===== src/rtl/rv_multicycle_control.sv =====
// rv_multicycle_control: multi-cycle RV32I control FSM.
// Sequences fetch/decode/execute/memory/writeback against a handshaked
// shared memory, traps on illegal encodings and memory timeouts.
// Ports:
//   clk, rst_n            clock, async active-low reset
//   opcode, funct3        instruction register fields
//   br_cond               ALU branch condition
//   mem_ready             memory completes the current request
//   mem_req, mem_we       memory request / write strobe
//   adr_src               0 = PC, 1 = ALUOut
//   ir_write, pc_write    IR/oldPC load, PC load
//   reg_write             register-file write
//   alu_src_a/b, alu_op   ALU operand and operation selects
//   result_src            result mux select
//   jalr_mask             clear bit 0 of the PC load value
//   instret               retire pulse
//   halted, cause         sticky trap indication and reason
module rv_multicycle_control #(
  parameter int unsigned MEM_TIMEOUT = 16,
  parameter int unsigned CNT_W       = 5
) (
  input  logic       clk,
  input  logic       rst_n,
  input  logic [6:0] opcode,
  input  logic [2:0] funct3,
  input  logic       br_cond,
  input  logic       mem_ready,
  output logic       mem_req,
  output logic       mem_we,
  output logic       adr_src,
  output logic       ir_write,
  output logic       pc_write,
  output logic       reg_write,
  output logic [1:0] alu_src_a,
  output logic [1:0] alu_src_b,
  output logic [1:0] alu_op,
  output logic [1:0] result_src,
  output logic       jalr_mask,
  output logic       instret,
  output logic       halted,
  output logic [1:0] cause
);

  localparam logic [6:0] OP_R      = 7'b0110011;
  localparam logic [6:0] OP_I      = 7'b0010011;
  localparam logic [6:0] OP_LOAD   = 7'b0000011;
  localparam logic [6:0] OP_STORE  = 7'b0100011;
  localparam logic [6:0] OP_BRANCH = 7'b1100011;
  localparam logic [6:0] OP_JAL    = 7'b1101111;
  localparam logic [6:0] OP_JALR   = 7'b1100111;
  localparam logic [6:0] OP_LUI    = 7'b0110111;
  localparam logic [6:0] OP_AUIPC  = 7'b0010111;

  localparam logic [1:0] CAUSE_ILL = 2'b01;
  localparam logic [1:0] CAUSE_TO  = 2'b10;

  // Counter value seen during the last allowed waiting cycle.
  localparam logic [CNT_W-1:0] CNT_LIMIT =
    CNT_W'((MEM_TIMEOUT == 0) ? 0 : MEM_TIMEOUT - 1);

  typedef enum logic [4:0] {
    S_RST, S_FETCH, S_DECODE, S_EXECR, S_EXECI, S_LUI, S_AUIPC, S_ALUWB,
    S_MEMADR, S_MEMREAD, S_MEMWB, S_MEMWRITE, S_BRANCH, S_JAL, S_JALR,
    S_JWB, S_TRAP
  } state_e;

  state_e           state_q, state_d;
  logic [CNT_W-1:0] cnt_q, cnt_d;
  logic [1:0]       cause_q, cause_d;
  logic             timeout_c;

  // State, wait counter and trap cause registers.
  always_ff @(posedge clk or negedge rst_n) begin
    if (!rst_n) begin
      state_q <= S_RST;
      cnt_q   <= '0;
      cause_q <= 2'b00;
    end else begin
      state_q <= state_d;
      cnt_q   <= cnt_d;
      cause_q <= cause_d;
    end
  end

  assign timeout_c = (MEM_TIMEOUT != 0) && (cnt_q == CNT_LIMIT) && !mem_ready;

  // Next-state logic; the counter only survives while a request is stalled,
  // so it is zero on every entry into a requesting state.
  always_comb begin
    state_d = state_q;
    cause_d = cause_q;
    cnt_d   = '0;
    unique case (state_q)
      S_RST: state_d = S_FETCH;
      S_FETCH, S_MEMREAD, S_MEMWRITE: begin
        if (mem_ready) begin
          unique case (state_q)
            S_FETCH:   state_d = S_DECODE;
            S_MEMREAD: state_d = S_MEMWB;
            default:   state_d = S_FETCH;
          endcase
        end else begin
          cnt_d = cnt_q + CNT_W'(1);
          if (timeout_c) begin
            state_d = S_TRAP;
            cause_d = CAUSE_TO;
          end
        end
      end
      S_DECODE: begin
        state_d = S_TRAP;
        cause_d = CAUSE_ILL;
        unique case (opcode)
          OP_R:     begin state_d = S_EXECR; cause_d = cause_q; end
          OP_I:     begin state_d = S_EXECI; cause_d = cause_q; end
          OP_JAL:   begin state_d = S_JAL;   cause_d = cause_q; end
          OP_LUI:   begin state_d = S_LUI;   cause_d = cause_q; end
          OP_AUIPC: begin state_d = S_AUIPC; cause_d = cause_q; end
          OP_LOAD:
            if (funct3 inside {3'b000, 3'b001, 3'b010, 3'b100, 3'b101}) begin
              state_d = S_MEMADR;
              cause_d = cause_q;
            end
          OP_STORE:
            if (funct3 inside {3'b000, 3'b001, 3'b010}) begin
              state_d = S_MEMADR;
              cause_d = cause_q;
            end
          OP_BRANCH:
            if (!(funct3 inside {3'b010, 3'b011})) begin
              state_d = S_BRANCH;
              cause_d = cause_q;
            end
          OP_JALR:
            if (funct3 == 3'b000) begin
              state_d = S_JALR;
              cause_d = cause_q;
            end
          default: ;
        endcase
      end
      S_EXECR, S_EXECI, S_LUI, S_AUIPC: state_d = S_ALUWB;
      // IR is held through the instruction, so opcode still selects direction.
      S_MEMADR: state_d = (opcode == OP_LOAD) ? S_MEMREAD : S_MEMWRITE;
      S_JALR:   state_d = S_JWB;
      S_ALUWB, S_MEMWB, S_BRANCH, S_JAL, S_JWB: state_d = S_FETCH;
      S_TRAP:   state_d = S_TRAP;
      default:  state_d = S_RST;
    endcase
  end

  // Output decode of the current state.
  always_comb begin
    mem_req    = 1'b0;
    mem_we     = 1'b0;
    adr_src    = 1'b0;
    ir_write   = 1'b0;
    pc_write   = 1'b0;
    reg_write  = 1'b0;
    alu_src_a  = 2'b00;
    alu_src_b  = 2'b00;
    alu_op     = 2'b00;
    result_src = 2'b00;
    jalr_mask  = 1'b0;
    instret    = 1'b0;
    halted     = 1'b0;
    cause      = cause_q;
    unique case (state_q)
      S_FETCH: begin
        mem_req    = 1'b1;
        alu_src_b  = 2'b10;
        result_src = 2'b10;
        ir_write   = mem_ready;
        pc_write   = mem_ready;
      end
      S_DECODE: begin
        alu_src_a = 2'b01;
        alu_src_b = 2'b01;
      end
      S_EXECR: begin
        alu_src_a = 2'b10;
        alu_op    = 2'b10;
      end
      S_EXECI: begin
        alu_src_a = 2'b10;
        alu_src_b = 2'b01;
        alu_op    = 2'b10;
      end
      S_LUI: begin
        alu_src_a = 2'b11;
        alu_src_b = 2'b01;
      end
      S_AUIPC: begin
        alu_src_a = 2'b01;
        alu_src_b = 2'b01;
      end
      S_MEMADR, S_JALR: begin
        alu_src_a = 2'b10;
        alu_src_b = 2'b01;
      end
      S_ALUWB: begin
        reg_write = 1'b1;
        instret   = 1'b1;
      end
      S_MEMREAD: begin
        mem_req = 1'b1;
        adr_src = 1'b1;
      end
      S_MEMWB: begin
        result_src = 2'b01;
        reg_write  = 1'b1;
        instret    = 1'b1;
      end
      S_MEMWRITE: begin
        mem_req = 1'b1;
        mem_we  = 1'b1;
        adr_src = 1'b1;
        instret = mem_ready;
      end
      S_BRANCH: begin
        alu_src_a = 2'b10;
        alu_op    = 2'b01;
        pc_write  = br_cond;
        instret   = 1'b1;
      end
      // PC loads ALUOut via result_src=00; rd gets PC on its own datapath path.
      S_JAL, S_JWB: begin
        reg_write = 1'b1;
        pc_write  = 1'b1;
        instret   = 1'b1;
        jalr_mask = (state_q == S_JWB);
      end
      S_TRAP: halted = 1'b1;
      default: cause = 2'b00;
    endcase
  end

endmodule


===== config.mk =====
export PLATFORM = sky130hd
export DESIGN_NAME = rv_multicycle_control
export DESIGN_NICKNAME = d
export VERILOG_FILES = /design/src/rtl/rv_multicycle_control.sv
export SDC_FILE = /design/constraint.sdc
export NUM_CORES = 1
export LEC_CHECK = 0
export CAP_MARGIN = 20
export CORE_MARGIN = 1.5
export CORE_UTILIZATION = 51
export DETAILED_ROUTE_END_ITERATION = 8
export GPL_ROUTABILITY_DRIVEN = 0
export PLACE_DENSITY = 0.85
export SLEW_MARGIN = 30
export SYNTH_ARGS = -nofsm -noshare
export SYNTH_HDL_FRONTEND = slang
export SYNTH_SLANG_ARGS = --single-unit

===== constraint.sdc =====
create_clock -name clk -period 5.1 [get_ports clk]
set_clock_uncertainty 0.15 [all_clocks]
set_input_delay 0.51 -clock clk [delete_from_list [all_inputs] [get_ports clk]]
set_output_delay 0.51 -clock clk [all_outputs]
set_load 0.005 [all_outputs]

* Word-level counts from Yosys, hierarchy flattened
Index checks and enable logic that the tools add are counted.
Cells by class: add/sub/neg operators 1, eq/ne operators 39, muxes and demuxes 34, reductions and logical operators 22
Operators by type and width (number):
- equality test 5 x 4 -> 1 bit, second input constant | 9
- case mux 5 bit (9 select lines) | 1
- two-way mux 5 bit | 8
- case mux 5 bit (7 select lines) | 1
- equality test 7 x 6 -> 1 bit, second input constant | 3
- equality test 7 bit, second input constant | 3
- equality test 5 x 3 -> 1 bit, second input constant | 4
- two-way mux 2 bit | 8
- case mux 2 bit (2 select lines) | 4
- OR reduction 16 bit | 1
- OR reduction 5 bit | 3
- equality test 7 x 5 -> 1 bit, second input constant | 2
- inequality test 3 bit, second input constant | 4
- OR reduction 6 bit | 2
- equality test 5 x 2 -> 1 bit, second input constant | 2
- case mux 2 bit (5 select lines) | 1
- case mux 4 bit (2 select lines) | 1
- AND reduction 8 bit | 1
- OR reduction 2 bit | 4
- OR reduction 4 bit | 2
- equality test 7 x 2 -> 1 bit, second input constant | 1
- two-way mux 1 bit | 7
- equality test 3 x 2 -> 1 bit, second input constant | 2
- equality test 3 bit, second input constant | 2
- other kinds (18) | 20
Word-level totals: register bits 12, input bits 14, output and inout port bits 19, word-level logic and storage cells 99

* Logic depth before layout (Yosys ltp)
Gate-level depths: netlist of the first run.
depth after elaboration 5, depth in mapped cells 6, depth with buffers taken out 6

* Worst setup path before layout of the first run
OpenSTA, ideal clock, no wires.
path type register to output, start reg state_q[2], end out instret, arrival 1.311 ns, data required time 4.440 ns, path slack 3.129 ns, cell stages (with the launch flop) 5, buffers on the path 1, cell sequence dfrtp_1 -> buf_2 -> nand2b_1 -> or3b_2 -> a21oi_1
On the way: word-level cells in the longest chain between the ends 3, elaborated cells between the ends (all ways) 8, classes of those cells eq/ne (6); mux (1); reduce/logical (1)
RTL lines:
- from (decl) | line 67 | state_e state_q, state_d;
- from (signal assigned) | line 79 | state_q <= state_d;
- equality test 5 x 4 -> 1 bit / equality test 5 x 3 -> 1 bit (equally long branches) | line 168 | unique case (state_q)
- OR reduction 5 bit (no line)
- case mux 1 bit (2 select lines) (*) | line 168
- to (decl) | line 39 | output logic instret,
Every way passes the cells marked *; elsewhere a longest branch is shown, timed or not.

* Worst setup path in the final report of the first run
Ends and elaborated chain as after synthesis.

==> results of run 1 <==
[registers in the layout, indices dropped and copies added, names as in the netlist]
signal   flops
state_q      5
cnt_q        5
cause_q      2
[per-layer routing]
metal | GRT usage, % | wire [um]
met5 | 0 | 0
met4 | 4.63 | 22
met3 | 4.76 | 130
met2 | 40.6 | 1240
met1 | 30.7 | 1230
[cell type report]
type                    instances  area, um2
clock buffers                   4       36.3
fillers                       178        572
inverters                       8       30.0
multi-input cells             120        749
flip-flops and latches         12        300
well taps                      27       33.8
repair buffers                 32        320
[worst max path at each step]
stage | startpoint | slack (ns) | endpoint
after floorplan | state_q[2] | 3.13 | instret
after global placement | mem_ready | 2.14 | instret
after detailed placement | mem_ready | 2.14 | instret
after CTS | state_q[2] | 2.11 | instret
after global routing | state_q[2] | 2.01 | instret
final | state_q[2] | 2.11 | instret
[kinds of logic after synthesis]
family,count (synthesis),synth area share [%]
and+or+nand+nor,74,37.9
AOI/OAI and AO/OA,41,23.4
buffers and inverters,20,7.90
DFF,12,26.3
xor gates and xnor gates,3,2.31
adders and majority gates,2,2.20
[per-stage QoR]
step / cells / hold WS, ns / instance area [um2]
2_1_floorplan: 152 / 0.0644 / 1140
3_3_place_gp: 199 / 0.297 / 1430
3_5_place_dp: 199 / 0.301 / 1430
4_1_cts: 203 / 0.315 / 1470
5_1_grt: 203 / 0.345 / 1470
6_report: 203 / 0.309 / 1470
[critical path, delay by kind of cell (launching register included)]
kind / cells / cell delay [ns]
AND/OR/NAND/NOR: 2 / 0.78
flip-flops: 1 / 0.61
buffers and inverters: 1 / 0.52
AO/OA/AOI/OAI: 1 / 0.15
[cell usage after synthesis, drive strengths merged (5+ instances only)]
| cell type | n | share of area (%) |
|---|---|---|
| o21ai | 11 | 4.8 |
| nand3 | 5 | 2.2 |
| nor3 | 7 | 3.1 |
| inv | 8 | 2.6 |
| nand2b | 8 | 5.0 |
| a21oi | 11 | 4.8 |
| dfrtp | 12 | 26 |
| nand2 | 13 | 4.3 |
| buf | 8 | 4.0 |
| nor2 | 14 | 4.8 |
[power groups by stage]
stage	clock [mW]	combinational, mW	sequential [mW]
2_1_floorplan	0	0.244	0.123
3_3_place_gp	0	0.314	0.176
3_5_place_dp	0	0.320	0.178
4_1_cts	0.0759	0.321	0.177
5_1_grt	0.0808	0.357	0.186
6_report	0.0742	0.320	0.178
==> results.ini, run 1 <==
[worst_setup_path]
end_kind=primary output
arrival_ns=2.33
cp_max_fo=21
path_cells=nand2b_1 -> or3b_2 -> a21oi_1 -> clkdlybuf4s50_1
worst_path_largest_cell_delay_ns=0.61
r2r_end=cause_q[1]
required_ns=4.44
setup.worst_path.class=flop to primary output
ff2ff_setup_slack_ns=2.99
slowest_stage=dfrtp_1
reg2regPathDepth=5
reg2reg_from=state_q[1]
start_kind=flop

[worst_hold_path]
min_delay_path_depth=1
worstHoldEndpoint=cnt_q[0]
hp-class=flop to flop
hp-start=cnt_q[0]

[grt]
first_global_vias=1147
antenna_found_initial=0
grt_use_total_pct=23.7
grt_pass1_wl_mm=4.75
grt_max_degree=22
grt.overflow.total=0

[clocking]
cts_tree=built
cts_root_buf=clkbuf_4
cts_buffers=3
cts_buffer_depth=2
h-tree-depth=1
cts-resized-gates=0
cts.clk_slew.worst_paths_ns=0.08
ctsHoldBuffers=0
clock_latency_ns=0.27
cts_sinks=12
post-cts-setup-buffers=0

[logic_synthesis]
mappedNetlistNets=168
avgSynthCellArea_um2=7.50
yosysWarnings=0
synth_cell_types=49
async_reset_ff_share_pct=100
ys_ff_latch=12
synth_edf_count=0
synth_top_flop_cell=dfrtp_1
synthCells=152
synth_area_um2=1140
seq_area_frac_synth_pct=26.3

[sta]
final-hold-violation-count=0
setup_ws_ns=2.11
final-setup-viol-count=0
rsz0062_at_grt=false
relSlewSlack_pct=57.6
fmax_mhz=335
max_slew.worst_pin.slew_ns=0.631
min_period_ns=2.99
setup_tns_ns=0
finalCritPeriodShare_pct=58.6
final_max_slew_viol_count=0

[drt]
viasPerCell=5.84
num_vias=1186
drtPass1Iterations=4
antenna_left=0
wl_per_cell_um=13.0
routed_wl_mm=2.63
drc=0
drtIter0Drc=17

[floorplanning]
start_util_pct=55.8
ios=33
row_count=16
chipHeight_um=50.3
core_um2=2040
dieWidth_um=50.3
fp.dieArea_um2=2530

[power_and_ir_drop]
power.internal_mw=0.333
power_mw=0.572
comb_power_share_pct=55.9
ir_worst_vdd_mv=0.314
p_leak_nw=0.566
clkPwrFrac_pct=13.0
switching_share_pct=41.8
switching_power_mw=0.239
pwr-share-seq_pct=31.1
power_density_nw_per_um2=389

[layout]
layout-drive-gt1-share_pct=7.95
final_common_cell=clkdlybuf4s50_1
mostFrequentLayoutCells=32 x clkdlybuf4s50_1, 13 x nand2_1, 13 x nor2_1, 12 x dfrtp_1, 11 x a21oi_1
nNetsFinal=193
antenna_cells=0
utilization_pct=72.0
area_delta_synth_final_pct=29.0

[run_status]
status=completed

[placement]
dpl.hpwl_mm=2.03
place_ws_ns=2.14
port_buffers=32

[flow_run]
cap_violations=0

(Power assumes the default switching activity.)
==> inputs of run 2 (changes only) <==
--- a/config.mk
+++ b/config.mk
@@ -7,10 +7,10 @@
 export LEC_CHECK = 0
 export CAP_MARGIN = 20
 export CORE_MARGIN = 1.5
-export CORE_UTILIZATION = 51
+export CORE_UTILIZATION = 43
 export DETAILED_ROUTE_END_ITERATION = 8
 export GPL_ROUTABILITY_DRIVEN = 0
-export PLACE_DENSITY = 0.85
+export PLACE_DENSITY = 0.76
 export SLEW_MARGIN = 30
 export SYNTH_ARGS = -nofsm -noshare
 export SYNTH_HDL_FRONTEND = slang
==> constraint.sdc (replaced) <==
create_clock -name clk -period 2.6 [get_ports clk]
set_clock_uncertainty 0.15 [all_clocks]
set_input_delay 0.26 -clock clk [delete_from_list [all_inputs] [get_ports clk]]
set_output_delay 0.26 -clock clk [all_outputs]
set_load 0.005 [all_outputs]
==> run 2 against run 1 <==
  * Largest power group unchanged
  * Design area up 1.4%
  * Flip-flop and latch count unchanged
  * Die area up 17%
  * Critical endpoint unchanged
  * Largest cell class unchanged
  * First-iteration DRC count down 12%
  * Hold slack worse by 0.14 ns
  * Clock power up 55%
  * Register-to-register slack worse by 2.4 ns
  * Cell count up 3.0%
==> results.ini, run 2 (synthesized netlist as in run 1, its figures left out) <==
[placement]
port_buffers=32  ; unchanged
place_ws_ns=0.208  ; -1.93 ns
dpl.hpwl_mm=2.06  ; +1.3%
placed_cells=206  ; +3.5%

[power_and_ir_drop]
power_mw=1.11  ; +94%
p_leak_nw=0.579  ; +2.2%
ir_worst_vdd_mv=0.400  ; +27%
power_density_nw_per_um2=743  ; +91%

[sta]
final-setup-viol-count=0  ; unchanged
fmax_mhz=412
relSlewSlack_pct=55.1  ; -2.4 points
final_max_slew_viol_count=0  ; unchanged
max_slew.worst_pin.slew_ns=0.667  ; +0.0358 ns
final-hold-violation-count=0  ; unchanged
min_period_ns=2.43
setup_tns_ns=0  ; unchanged
finalCritPeriodShare_pct=93.3
rsz0062_at_grt=false
setup_ws_ns=0.174  ; -1.94 ns

[run_status]
status=completed

[layout]
nNetsFinal=197  ; +2.1%
area_delta_synth_final_pct=30.8
utilization_pct=59.7  ; -12 points
finalNonFillerCells=209  ; +3.0%
mostFrequentLayoutCells=32 x clkdlybuf4s50_1, 13 x nand2_1, 13 x nor2_1, 11 x a21oi_1, 11 x dfrtp_1
final_common_cell=clkdlybuf4s50_1
layout-drive-gt1-share_pct=10.1  ; +2.1 points
reg_top3=cnt_q: 5 flops, state_q: 5 flops, cause_q: 2 flops
antenna_cells=0  ; unchanged

[worst_setup_path]
arrival_ns=2.02  ; -0.31 ns
start_kind=flop
startpoint=state_q[0]
setup.worst_path.class=flop to primary output
critical_path_buf_inv_count=1  ; unchanged
slowest_stage=clkdlybuf4s50_1
cp_max_fo=14  ; -33%
cp_top_family=simple AND/OR/NAND/NOR gates
worst_path_largest_cell_delay_ns=0.52  ; -0.09 ns
path_cells=nand2b_1 -> or3b_2 -> a21oi_1 -> clkdlybuf4s50_1
reg2reg_from=state_q[4]
end_kind=primary output
required_ns=2.19  ; -2.25 ns

[drt]
antenna_left=0  ; unchanged
drtPass1Iterations=4  ; unchanged
routed_wl_mm=2.69  ; +2.3%
num_vias=1192  ; +0.51%
wl_per_cell_um=12.9  ; -0.62%
drc=0  ; unchanged
drtIter0Drc=15  ; -2
viasPerCell=5.70  ; -2.4%

[grt]
grt_pass1_wl_mm=4.34  ; -8.6%
grt_use_total_pct=19.9  ; -3.8 points
grt.overflow.total=0  ; unchanged
grt_max_degree=21  ; -4.5%
antenna_found_initial=0  ; unchanged
first_global_vias=1005  ; -12%

[floorplanning]
fp.dieArea_um2=2970  ; +17%
start_util_pct=45.6  ; -10 points
ios=33  ; unchanged
core_um2=2500  ; +22%
chipHeight_um=54.5  ; +8.4%
row_count=18  ; +2
dieWidth_um=54.5  ; +8.4%

[clocking]
clock_latency_ns=0.28  ; about the same
cts_buffers=3  ; unchanged
h-tree-depth=1  ; unchanged
ctsHoldBuffers=0  ; unchanged
cts_root_buf=clkbuf_4
cts_sinks=12  ; unchanged
post-cts-setup-buffers=0  ; unchanged
cts_buffer_depth=2  ; unchanged
cts.clk_slew.worst_paths_ns=0.07  ; about the same
cts_tree=built
cts-resized-gates=0  ; unchanged

[worst_hold_path]
hp-class=input pin to asynchronous set/reset pin

[flow_run]
cap_violations=0  ; unchanged

[run 2: changes by cell type in the layout (fill, tap and decap cells not counted)]
cell | before | now
buf_4 | 0 | 4
clkbuf_8 | 1 | 0
dfrtp_1 | 12 | 11
dfrtp_2 | 0 | 1
[run 2: cell type report]
class	count	area (um2)
Fill cell	240	1010
Clock buffer	3	22.5
Timing Repair Buffer	36	350
Multi-Input combinational cell	120	749
Tap cell	30	37.5
Inverter	8	30.0
Sequential cell	12	302
[run 2: metal layers]
metal  part of all wire, %  track usage (%)  vias up  wire length [um]
met3                   4.9             3.83        2               133
li1                      -                -      608                 -
met2                    49             32.9       36              1320
met5                     0                0        -                 0
met4                   1.0             7.92        0                27
met1                    45             25.4      546              1210
[run 2: final timing paths]
kind	to	slack, ns	depth (start not counted)
worst min register to register	cnt_q[0]	0.32	1
worst min-delay path	state_q[4]	0.17	1
max in group asynchronous	state_q[0]	1.76	1
worst max register to register	state_q[1]	0.58	5
min in group clk	cnt_q[0]	0.32	1
worst max-delay path	instret	0.17	4
[run 2: stage by stage]
step / hold WS, ns / cell area (um2)
after global routing: 0.196 / 1490
after floorplan: -0.186 / 1140
after global placement: 0.299 / 1470
after CTS: 0.183 / 1490
after detailed placement: 0.306 / 1470
final: 0.171 / 1490
[run 2: power breakdown]
| group | switching, mW | internal [mW] |
|---|---|---|
| Clock | 0.0610 | 0.0538 |
| Combinational | 0.334 | 0.364 |
| Sequential | 0.0734 | 0.222 |
| Total | 0.468 | 0.640 |
==> inputs of run 3 (changes only) <==
--- a/config.mk
+++ b/config.mk
@@ -10,6 +10,7 @@
 export CORE_UTILIZATION = 43
 export DETAILED_ROUTE_END_ITERATION = 8
 export GPL_ROUTABILITY_DRIVEN = 0
+export HOLD_SLACK_MARGIN = 0.12
 export PLACE_DENSITY = 0.76
 export SLEW_MARGIN = 30
 export SYNTH_ARGS = -nofsm -noshare
==> results of run 3 <==
Same layout as run 2: the final DEF is identical, and so are final timing and power.
